**config.mk**
```make
export PLATFORM = sky130hd
export DESIGN_NAME = control_ff_jk_flat
export DESIGN_NICKNAME = d
export VERILOG_FILES = /design/src/rtl/control_ff_jk_if.sv /design/src/rtl/control_ff_jk.sv /design/src/flat_wrapper.sv
export SDC_FILE = /design/constraint.sdc
export NUM_CORES = 1
export LEC_CHECK = 0
export CAP_MARGIN = 20
export CORE_AREA = 2 2 80 120
export CTS_BUF_LIST = sky130_fd_sc_hd__clkbuf_4
export DETAILED_ROUTE_END_ITERATION = 10
export DIE_AREA = 0 0 82 122
export PLACE_DENSITY = 0.39
export REMOVE_ABC_BUFFERS = 1
export SKIP_CTS_REPAIR_TIMING = 1
export SYNTH_ARGS = -nofsm -noshare
export SYNTH_HDL_FRONTEND = slang
export SYNTH_SLANG_ARGS = --single-unit
export TNS_END_PERCENT = 1
```
**constraint.sdc**
```tcl
create_clock -name clk -period 2.3 [get_ports clk]
set_input_delay 0.23 -clock clk [delete_from_list [all_inputs] [get_ports clk]]
set_output_delay 0.23 -clock clk [all_outputs]
set_load 0.005 [all_outputs]
```
**src/rtl/control_ff_jk_if.sv**
```systemverilog
`default_nettype none
// ============================================================================
// Module      : control_ff_jk_if
// Description : Command and flip-flop bank bundle for control_ff_jk.
//               master : lab-board side; issues commands and owns the bank
//                        feedback (start, op, data, steps, q_in).
//               slave  : sequencer side; drives the bank J/K inputs and
//                        reports status (j_out, k_out, busy, done, err).
// Revision    : 1.0 - initial release
// ============================================================================
interface control_ff_jk_if #(
    parameter int N  = 4,
    parameter int SW = 8
);
    logic          start;
    logic [2:0]    op;
    logic [N-1:0]  data;
    logic [SW-1:0] steps;
    logic [N-1:0]  q_in;
    logic [N-1:0]  j_out;
    logic [N-1:0]  k_out;
    logic          busy;
    logic          done;
    logic          err;

    modport master (
        output start, op, data, steps, q_in,
        input  j_out, k_out, busy, done, err
    );

    modport slave (
        input  start, op, data, steps, q_in,
        output j_out, k_out, busy, done, err
    );
endinterface
`default_nettype wire

```
**src/rtl/control_ff_jk.sv**
```systemverilog
`default_nettype none
// ============================================================================
// Module      : control_ff_jk
// Description : Sequencer for a bank of N external JK flip-flops. Accepts one
//               command (hold, clear, set, toggle, load, count, verify) per
//               start/busy/done handshake, drives the bank J/K inputs, then
//               checks the fed-back Q vector and flags mismatches on err.
// Ports       : clk  - system clock, rising edge
//               rst  - synchronous active-high reset
//               bus  - control_ff_jk_if.slave (start/op/data/steps/q_in in,
//                      j_out/k_out/busy/done/err out)
// Revision    : 1.0 - initial release
// ============================================================================
module control_ff_jk #(
    parameter int N  = 4,
    parameter int SW = 8
) (
    input  wire logic      clk,
    input  wire logic      rst,
    control_ff_jk_if.slave bus
);

    localparam logic [2:0] c_st_idle   = 3'd0;
    localparam logic [2:0] c_st_apply  = 3'd1;
    localparam logic [2:0] c_st_settle = 3'd2;
    localparam logic [2:0] c_st_check  = 3'd3;
    localparam logic [2:0] c_st_fin    = 3'd4;

    localparam logic [2:0] c_op_hold   = 3'd0;
    localparam logic [2:0] c_op_clear  = 3'd1;
    localparam logic [2:0] c_op_set    = 3'd2;
    localparam logic [2:0] c_op_toggle = 3'd3;
    localparam logic [2:0] c_op_load   = 3'd4;
    localparam logic [2:0] c_op_count  = 3'd5;
    localparam logic [2:0] c_op_verify = 3'd6;
    localparam logic [2:0] c_op_bad    = 3'd7;

    localparam logic [SW-1:0] c_cnt_one = SW'(1);

    logic [2:0]    r_state;
    logic [2:0]    r_op;
    logic [N-1:0]  r_data;
    logic [N-1:0]  r_q0;
    logic [N-1:0]  r_steps_n;
    logic [SW-1:0] r_cnt;
    logic [N-1:0]  r_j;
    logic [N-1:0]  r_k;
    logic          r_busy;
    logic          r_done;
    logic          r_err;

    logic [N-1:0]  w_q_next;
    logic [N-1:0]  w_carry;
    logic [N-1:0]  w_steps_n;
    logic [N-1:0]  w_expect;
    logic [2*N-1:0] w_drive_acc;

    // STEPS reduced to the counter width, so the expected count wraps mod 2^N.
    generate
        if (SW >= N) begin : g_steps_trunc
            assign w_steps_n = bus.steps[N-1:0];
        end else begin : g_steps_ext
            assign w_steps_n = {{(N-SW){1'b0}}, bus.steps};
        end
    endgenerate

    // The bank captures J/K on the same edge this block does, so the value
    // sampled on q_in is one step stale. Predict the bank's next Q from the
    // J/K currently being driven and derive the counter carries from that.
    assign w_q_next = (r_j & ~bus.q_in) | (~r_k & bus.q_in);

    always_comb begin
        w_carry    = '0;
        w_carry[0] = 1'b1;
        for (int i = 1; i < N; i++) begin
            w_carry[i] = w_carry[i-1] & w_q_next[i-1];
        end
    end

    // J/K pattern for the first APPLY cycle, as {j, k}.
    function automatic logic [2*N-1:0] f_drive(
        input logic [2:0]   op,
        input logic [N-1:0] d,
        input logic [N-1:0] carry
    );
        logic [N-1:0] j;
        logic [N-1:0] k;
        j = '0;
        k = '0;
        case (op)
            c_op_clear:  k = '1;
            c_op_set:    j = '1;
            c_op_toggle: begin j = '1; k = '1; end
            c_op_load:   begin j = d;  k = ~d; end
            c_op_count:  begin j = carry; k = carry; end
            default:     begin j = '0; k = '0; end
        endcase
        return {j, k};
    endfunction

    assign w_drive_acc = f_drive(bus.op, bus.data, w_carry);

    always_comb begin
        w_expect = r_q0;
        case (r_op)
            c_op_hold:   w_expect = r_q0;
            c_op_clear:  w_expect = '0;
            c_op_set:    w_expect = '1;
            c_op_toggle: w_expect = ~r_q0;
            c_op_load:   w_expect = r_data;
            c_op_verify: w_expect = r_data;
            c_op_count:  w_expect = r_q0 + r_steps_n;
            default:     w_expect = r_q0;
        endcase
    end

    always_ff @(posedge clk) begin
        if (rst) begin
            r_state   <= c_st_idle;
            r_op      <= '0;
            r_data    <= '0;
            r_q0      <= '0;
            r_steps_n <= '0;
            r_cnt     <= '0;
            r_j       <= '0;
            r_k       <= '0;
            r_busy    <= 1'b0;
            r_done    <= 1'b0;
            r_err     <= 1'b0;
        end else begin
            // J/K and done are only held for the cycle in which they are set.
            r_j    <= '0;
            r_k    <= '0;
            r_done <= 1'b0;
            case (r_state)
                c_st_idle, c_st_fin: begin
                    if (bus.start) begin
                        r_op      <= bus.op;
                        r_data    <= bus.data;
                        r_steps_n <= w_steps_n;
                        r_cnt     <= bus.steps;
                        r_q0      <= bus.q_in;
                        r_err     <= 1'b0;
                        if (bus.op == c_op_bad) begin
                            r_state <= c_st_fin;
                            r_busy  <= 1'b0;
                            r_done  <= 1'b1;
                            r_err   <= 1'b1;
                        end else if (bus.op == c_op_count && bus.steps == '0) begin
                            r_state <= c_st_settle;
                            r_busy  <= 1'b1;
                        end else begin
                            r_state <= c_st_apply;
                            r_busy  <= 1'b1;
                            r_j     <= w_drive_acc[2*N-1:N];
                            r_k     <= w_drive_acc[N-1:0];
                        end
                    end else begin
                        r_state <= c_st_idle;
                        r_busy  <= 1'b0;
                    end
                end
                c_st_apply: begin
                    if (r_op == c_op_count && r_cnt > c_cnt_one) begin
                        r_cnt <= r_cnt - c_cnt_one;
                        r_j   <= w_carry;
                        r_k   <= w_carry;
                    end else begin
                        r_state <= c_st_settle;
                    end
                end
                c_st_settle: begin
                    r_state <= c_st_check;
                end
                c_st_check: begin
                    if (bus.q_in != w_expect) begin
                        r_err <= 1'b1;
                    end
                    r_state <= c_st_fin;
                    r_busy  <= 1'b0;
                    r_done  <= 1'b1;
                end
                default: begin
                    r_state <= c_st_idle;
                    r_busy  <= 1'b0;
                end
            endcase
        end
    end

    assign bus.j_out = r_j;
    assign bus.k_out = r_k;
    assign bus.busy  = r_busy;
    assign bus.done  = r_done;
    assign bus.err   = r_err;

endmodule
`default_nettype wire

```
**src/flat_wrapper.sv**
```systemverilog
// flat-port wrapper written by rule: the top's interface ports become plain ports
module control_ff_jk_flat 
#(
    parameter int N  = 4,
    parameter int SW = 8
)
  (clk, rst, bus_start, bus_op, bus_data, bus_steps, bus_q_in, bus_j_out, bus_k_out, bus_busy, bus_done, bus_err);
  control_ff_jk_if #(.N(N), .SW(SW)) bus_i ();
  input  wire logic clk;
  input  wire logic rst;
  input wire logic [$bits(bus_i.start)-1:0] bus_start;
  input wire logic [$bits(bus_i.op)-1:0] bus_op;
  input wire logic [$bits(bus_i.data)-1:0] bus_data;
  input wire logic [$bits(bus_i.steps)-1:0] bus_steps;
  input wire logic [$bits(bus_i.q_in)-1:0] bus_q_in;
  output wire logic [$bits(bus_i.j_out)-1:0] bus_j_out;
  output wire logic [$bits(bus_i.k_out)-1:0] bus_k_out;
  output wire logic [$bits(bus_i.busy)-1:0] bus_busy;
  output wire logic [$bits(bus_i.done)-1:0] bus_done;
  output wire logic [$bits(bus_i.err)-1:0] bus_err;
  assign bus_i.start = bus_start;
  assign bus_i.op = bus_op;
  assign bus_i.data = bus_data;
  assign bus_i.steps = bus_steps;
  assign bus_i.q_in = bus_q_in;
  assign bus_j_out = bus_i.j_out;
  assign bus_k_out = bus_i.k_out;
  assign bus_busy = bus_i.busy;
  assign bus_done = bus_i.done;
  assign bus_err = bus_i.err;
  control_ff_jk #(.N(N), .SW(SW)) u_core (.clk(clk), .rst(rst), .bus(bus_i));
endmodule
```
==> results of run 1 <==
## sequential cells by signal (all words and copies together) (netlist names)
name,count
u_core.bus.busy,1
u_core.bus.done,1
u_core.bus.j_out,4
u_core.r_data,4
u_core.r_q0,4
u_core.r_cnt,8
u_core.r_op,3
u_core.r_steps_n,4
u_core.bus.err,1
u_core.r_state,3
u_core.bus.k_out,4
## routing by layer
layer	track usage (%)	wire, µm	vias to the layer above
met2	25.5	3580	47
met4	6.46	159	0
met3	2.74	216	11
li1	-	-	1097
met5	0	0	-
met1	17.4	2920	1005
## synthesized netlist by cell type (5+ instances only)
cell / n / share of area (%)
nand2_1: 46 / 7.9
dfxtp_1: 37 / 34
a21oi_1: 32 / 7.3
nor2_1: 26 / 4.5
clkbuf_1: 16 / 2.7
o21ai_0: 15 / 3.4
nor2b_1: 8 / 2.3
and2_1: 6 / 1.7
ha_1: 5 / 2.9
inv_1: 5 / 0.86
mux2i_1: 5 / 2.3
nand3b_1: 5 / 1.7
xnor2_1: 5 / 2.0
## logic make-up (layout without fill, tap and decap cells)
family / after synthesis / count (layout) / share of synthesized area (%)
XOR/XNOR: 9 / 9 / 3.61
multiplexers: 5 / 5 / 2.29
buffers and inverters: 23 / 61 / 4.06
AND/OR/NAND/NOR: 117 / 117 / 26.3
AO/OA/AOI/OAI: 91 / 91 / 26.1
flip-flops: 37 / 37 / 33.9
adder cells (fa/ha/maj): 6 / 6 / 3.78
## stage by stage
stage / worst slack, ns / cell area (µm²)
3_3_place_gp: 0.146 / 2700
6_report: 0.202 / 2750
5_1_grt: 0.00293 / 2750
2_1_floorplan: 0.170 / 2120
4_1_cts: 0.154 / 2750
3_5_place_dp: 0.108 / 2700
## worst max-delay path: cells and delay by family (launching register included)
| kind | cells | cell delay [ns] |
|---|---|---|
| compound gates | 2 | 0.77 |
| simple gates | 2 | 0.50 |
| buf+inv | 2 | 0.39 |
| flops | 1 | 0.35 |
## how the worst max path moves through the flow
stage / startpoint / to / slack [ns] / depth (start not counted)
3_3_place_gp: bus_steps[1] / u_core.bus.k_out[3] / 0.15 / 8
2_1_floorplan: u_core.r_cnt[5] / u_core.r_cnt[2] / 0.17 / 5
3_5_place_dp: bus_steps[1] / u_core.bus.k_out[3] / 0.11 / 8
4_1_cts: u_core.r_cnt[5] / u_core.bus.k_out[2] / 0.15 / 6
6_report: u_core.r_cnt[5] / u_core.bus.k_out[2] / 0.20 / 6
5_1_grt: u_core.r_cnt[0] / u_core.r_cnt[0] / 0.003 / 9
## layout make-up
class                           instances  area share [%]
Timing Repair Buffer                   48            16.0
Sequential cell                        37            27.0
Tap cell                              112            5.10
Multi-Input combinational cell        228            49.4
Clock inverter                          3           0.456
Clock buffer                            5            1.37
Inverter                                5           0.683
## power breakdown
part | internal [mW] | total [mW] | switching (mW) | leakage (nW)
Combinational | 0.243 | 0.541 | 0.299 | 0.683
Clock | 0.111 | 0.347 | 0.236 | 0.0300
Sequential | 0.703 | 0.764 | 0.0618 | 0.303
Total | 1.06 | 1.65 | 0.596 | 1.02
==> results.toml, run 1 <==
[flow_run]
max-cap-violations = 0

[critical_path]
cp_data_required_time_ns = 2.57
criticalPathCategory = "reg -> reg"
cp_slowest_stage_delay_ns = 0.57
start_kind = "register"
crit_chain = "or3_1 -> o31ai_1 -> buf_4 -> buf_4 -> nor2_1 -> o21a_1"
crit_top_cell = "buf_4"
endpoint_kind = "register"
worstPathMaxFanout = 7
r2r_cells = 6
r2r_slack_ns = 0.20
r2r-end = "u_core.bus.k_out[2]"
worstReg2RegStart = "u_core.r_cnt[5]"
cp.arrival_ns = 2.37
crit_path_top_delay_cell = "o31ai_1"

[synth]
avgSynthCellArea_um2 = 7.59
ys_types = 48
netlist_area_um2 = 2190
ys_seq_area_share_pct = 33.9
ys.flop_type = "dfxtp_1"
synth_edf_count = 0
syn_inst = 288
synth-seq-cells = 37
async_reset_ff_share_pct = 0
yosysWarnings = 0

[detailed_routing]
dr_total_vias = 2160
routedWlPerCell_um = 15.7
ant_nets = 0
vias_per_cell = 4.93
drt_iter0_drc = 92
drc = 0
wirelength_um = 6880
drt_pass1_iterations = 4

[pwr]
total_power_mw = 1.65
leakage_nw = 1.02
ir_worst_vdd_v = 0.000221
p_per_area_nw_per_um2 = 602

[cts]
cts.sinks = 37
cts_tree = "done"
path_clk_slew_ns = 0.12
cts_max_path_buffers = 2
clock_latency_ns = 0.36
cts_buffers = 5
cts_max_level = 2
clock-root-buffer = "clkbuf_4"

[floorplan]
design.die.area_um2 = 10000
die_width_um = 82
die_h_um = 122
num_io_pins = 33
start_util_pct = 24.2
coreArea_um2 = 9040
rows = 43

[timing]
hold_viol_final = 0
setup-tns-final_ns = 0
skew_ns = 0.0102
period_minus_slack_ns = 2.10
tightest_slew_ns = 0.609
fmax_mhz = 477
setup_violations = 0
relSlewSlack_pct = 59.1
slew_violations = 0
rsz0062_at_grt = "no"
whs_ns = 0.458
finalCritPeriodShare_pct = 91.2

[placement]
port_buffers = 32
place_hpwl_um = 5350
gp_congestion = 0.847
dp_cells = 430

[worst_hold_path]
min-delay-start = "u_core.r_data[0]"
hp-class = "reg -> reg"
min_path_cells = 2
min_to = "u_core.r_data[0]"

[global_routing]
grt_usage_pct = 14.8
grt_pass1_wl_um = 11100
overflow = 0
antenna_found_initial = 0
grt_max_degree = 25
grt_pass1_vias = 2136

[layout]
drive_above_1_share_pct = 7.98
utilization_pct = 30.4
diodes = 0
area_growth_pct = 25.6
finalNetCount = 353
fin_cells = 438
fill_cells = 1032
final_common_cell = "nand2_1"
ff_latch_area_um2 = 741
multiInputGateArea_um2 = 1360
layout_common_cells = "nand2_1 (46), dfxtp_1 (37), a21oi_1 (32), clkdlybuf4s50_1 (32), nor2_1 (26)"

[status]
status = "finished clean"
(Power assumes the default switching activity.)
==> run 2, diff against run 1 <==
- GPL_TIMING_DRIVEN: default -> 0
==> results.toml, run 2 (same netlist as run 1, synthesis figures left out) <==
[cts]
cts_max_path_buffers = 2
cts_max_level = 2
clock-root-buffer = "clkbuf_4"
cts_buffers = 5
cts.sinks = 37
clock_latency_ns = 0.37
path_clk_slew_ns = 0.13
cts_tree = "done"

[detailed_routing]
vias_per_cell = 4.98
ant_nets = 0
routedWlPerCell_um = 15.5
drt_iter0_drc = 58
drt_pass1_iterations = 4
drc = 0
dr_total_vias = 2110
wirelength_um = 6590

[critical_path]
worstPathMaxFanout = 7
endpoint_kind = "register"
cp.arrival_ns = 2.32
cp_data_required_time_ns = 2.56
criticalPathCategory = "reg -> reg"
start_kind = "register"

[floorplan]
coreArea_um2 = 9040
design.die.area_um2 = 10000
start_util_pct = 24.2
num_io_pins = 33
rows = 43
die_width_um = 82
die_h_um = 122

[timing]
hold_viol_final = 0
finalCritPeriodShare_pct = 89.6
setup_violations = 0
whs_ns = 0.434
slew_violations = 0
worst_slack_ns = 0.239
relSlewSlack_pct = 39.1
fmax_mhz = 485
setup-tns-final_ns = 0
rsz0062_at_grt = "no"
tightest_slew_ns = 0.908
period_minus_slack_ns = 2.06
skew_ns = 0.0161

[global_routing]
grt_max_degree = 26
overflow = 0
grt_pass1_vias = 2208
grt_pass1_wl_um = 11100
grt_usage_pct = 14.4
antenna_found_initial = 0

[layout]
area_growth_pct = 24.7
layout_common_cells = "nand2_1 (45), dfxtp_1 (35), a21oi_1 (32), clkdlybuf4s50_1 (32), nor2_1 (26)"
diodes = 0
largest_register_ffs = 8
fin_area_um2 = 2730
finalNetCount = 339
fin_cells = 424
drive_above_1_share_pct = 6.09
final_common_cell = "nand2_1"
regMostFlops = "u_core.r_cnt"
fill_cells = 993
utilization_pct = 30.1

[placement]
preCtsSetupSlack_ns = -0.0870
dp_cells = 416
gp_congestion = 0.821
place_area_um2 = 2620
place_hpwl_um = 4880
port_buffers = 32

[pwr]
leakage_nw = 0.979
total_power_mw = 1.87
ir_worst_vdd_v = 0.000297
p_per_area_nw_per_um2 = 686

[flow_run]
max-cap-violations = 0

[status]
status = "finished clean"

[worst_hold_path]
hp-class = "in -> reg"
-- run 2: cell types whose count changed in the layout (fill, tap and decap cells not counted) --
cell	delta
nand2_2	+1
buf_4	-15
dfxtp_2	+2
o31ai_2	+1
and2_2	+1
buf_16	+1
clkinv_1	-2
bufinv_16	+2
nand2_1	-1
o31ai_1	-1
dfxtp_1	-2
and2_1	-1
-- run 2: final timing paths --
path                     from               end  slack (ns)  cells past startpoint
max           u_core.r_cnt[0]   u_core.r_cnt[6]        0.24                      7
min               bus_data[3]  u_core.r_data[3]        0.43                      3
max reg2reg   u_core.r_cnt[0]   u_core.r_cnt[6]        0.24                      7
min reg2reg  u_core.r_data[2]  u_core.r_data[2]        0.47                      2
-- run 2: final cells by class --
cell class,instances,area (µm²),share of cell area (%)
multi-input cells,228,1370,50.1
flip-flops and latches,37,743,27.3
repair buffers,34,355,13.0
well taps,112,140,5.14
clock inverters,3,65.1,2.39
clock buffers,5,37.5,1.38
inverters,5,18.8,0.689
-- run 2: routing by layer --
| metal | global-route usage (%) | vias to the layer above | wire (µm) |
|---|---|---|---|
| met4 | 5.52 | 0 | 143 |
| met2 | 25.3 | 37 | 3330 |
| met5 | 0 | - | 0 |
| met1 | 17.0 | 987 | 2920 |
| li1 | - | 1075 | - |
| met3 | 2.67 | 11 | 201 |
-- run 2: where the power goes --
group          internal, mW  switching [mW]
Sequential            0.704          0.0761
Clock                 0.336           0.251
Combinational         0.220           0.282
-- run 2: worst max-delay path, stage by stage (launching register included) --
cell     delay, ns
dfxtp_1       0.42
inv_1         0.06
ha_1          0.23
o21ai_0       0.31
o31ai_2       0.18
or4_1         0.49
a32oi_1       0.21
nor2_1        0.05
==> run 3, diff against run 2 <==
- clock period: 2.3 -> 2.2 ns (I/O delays scaled with it)
==> results.toml, run 3 (same netlist as run 1, synthesis figures left out) <==
[pwr]
ir_worst_vdd_v = 0.000311
leakage_nw = 0.978
total_power_mw = 1.96
p_per_area_nw_per_um2 = 716

[global_routing]
grt_usage_pct = 14.4
grt_max_degree = 26
overflow = 0
grt_pass1_vias = 2208
grt_pass1_wl_um = 11100
antenna_found_initial = 0

[placement]
place_hpwl_um = 4880
port_buffers = 32
gp_congestion = 0.821
dp_cells = 416

[floorplan]
die_width_um = 82
design.die.area_um2 = 10000
die_h_um = 122
num_io_pins = 33
start_util_pct = 24.2
rows = 43
coreArea_um2 = 9040

[critical_path]
crit_start = "u_core.r_cnt[5]"
start_kind = "register"
endpoint_kind = "register"
crit_cells = 6
worstReg2RegStart = "u_core.r_cnt[5]"
cp_slowest_stage_delay_ns = 0.52
cp.arrival_ns = 2.33
cp_data_required_time_ns = 2.48
endpoint = "u_core.bus.j_out[3]"
r2r_cells = 6
crit_top_cell = "or3_1"
worstPathMaxFanout = 7
r2r-end = "u_core.bus.j_out[3]"
r2r_slack_ns = 0.15
crit_family = "simple AND/OR/NAND/NOR gates"
critPathBufInv = 1
crit_path_top_delay_cell = "o31ai_2"
crit_chain = "or3_1 -> o31ai_2 -> buf_4 -> or3_1 -> o21ai_0 -> and2_1"
criticalPathCategory = "reg -> reg"

[timing]
rsz0062_at_grt = "no"
slew_violations = 0
period_minus_slack_ns = 2.05
setup_violations = 0
skew_ns = 0.0160
hold_viol_final = 0
finalCritPeriodShare_pct = 93.3
relSlewSlack_pct = 39.4
tightest_slew_ns = 0.904
fmax_mhz = 487

[layout]
layout_common_cells = "nand2_1 (45), dfxtp_1 (34), a21oi_1 (32), clkdlybuf4s50_1 (32), nor2_1 (26)"
regMostFlops = "u_core.r_cnt"
final_common_cell = "nand2_1"
multiInputGateArea_um2 = 1370
largest_register_ffs = 8
finalNetCount = 339
diodes = 0
ff_latch_area_um2 = 744
fin_cells = 424
fill_cells = 990
drive_above_1_share_pct = 7.05
area_growth_pct = 25.1

[cts]
cts_max_path_buffers = 2
path_clk_slew_ns = 0.13
cts_max_level = 2
cts.sinks = 37
clock_latency_ns = 0.37
clock-root-buffer = "clkbuf_4"
cts_buffers = 5
cts_tree = "done"

[detailed_routing]
wirelength_um = 6580
drt_pass1_iterations = 5
vias_per_cell = 4.98
dr_total_vias = 2110
drt_iter0_drc = 69
drc = 0
ant_nets = 0
routedWlPerCell_um = 15.5

[worst_hold_path]
hp-class = "in -> reg"
min-delay-start = "bus_data[3]"

[flow_run]
max-cap-violations = 0

[status]
status = "finished clean"
==> run 3: cell counts in the layout (fill, tap and decap cells not counted) <==
No cell type changed its count.
==> run 3: final cells by class <==
class / count / share of cell area, %
timing repair buffer: 34 / 13.0
inverter: 5 / 0.686
clock buffer: 5 / 1.37
sequential: 37 / 27.2
clock inverter: 3 / 2.38
tap: 112 / 5.13
multi-input combinational: 228 / 50.2
==> run 3: stage by stage <==
| step | setup WS (ns) | area (µm²) | utilization, % | setup TNS [ns] | hold slack, ns |
|---|---|---|---|---|---|
| finish | 0.146 | 2730 | 30.2 | 0 | 0.424 |
| global route | 0.00972 | 2730 | 30.2 | 0 | 0.453 |
| CTS | -0.0263 | 2720 | 30.1 | -0.0424 | 0.411 |
| detailed placement | -0.177 | 2620 | 28.9 | -0.912 | 0.455 |
| global placement | -0.849 | 2580 | 28.5 | -9.98 | 0.447 |
| floorplan | 0.0696 | 2120 | - | 0 | 0.289 |
==> run 3: worst min path at each step <==
stage,depth (start not counted),end
finish,3,u_core.r_data[3]
global route,3,u_core.r_data[3]
CTS,3,u_core.r_data[3]
detailed placement,2,u_core.r_data[2]
global placement,2,u_core.r_data[2]
floorplan,1,u_core.r_cnt[0]
==> run 3: metal layers <==
layer	up-vias	GRT usage, %	wire (µm)
met5	-	0	0
met4	0	5.52	143
met3	11	2.67	227
met2	41	25.3	3320
met1	982	17.0	2890
li1	1076	-	-
==> run 3: report_power, final <==
group	internal, mW	switching [mW]	total, mW
clock	0.352	0.262	0.614
combinational	0.231	0.296	0.527
sequential	0.736	0.0797	0.816
==> run 3: tightest hold or removal path, stage by stage <==
cell             delay (ns)
clkdlybuf4s50_1        0.42
nand2_1                0.07
a21oi_1                0.05
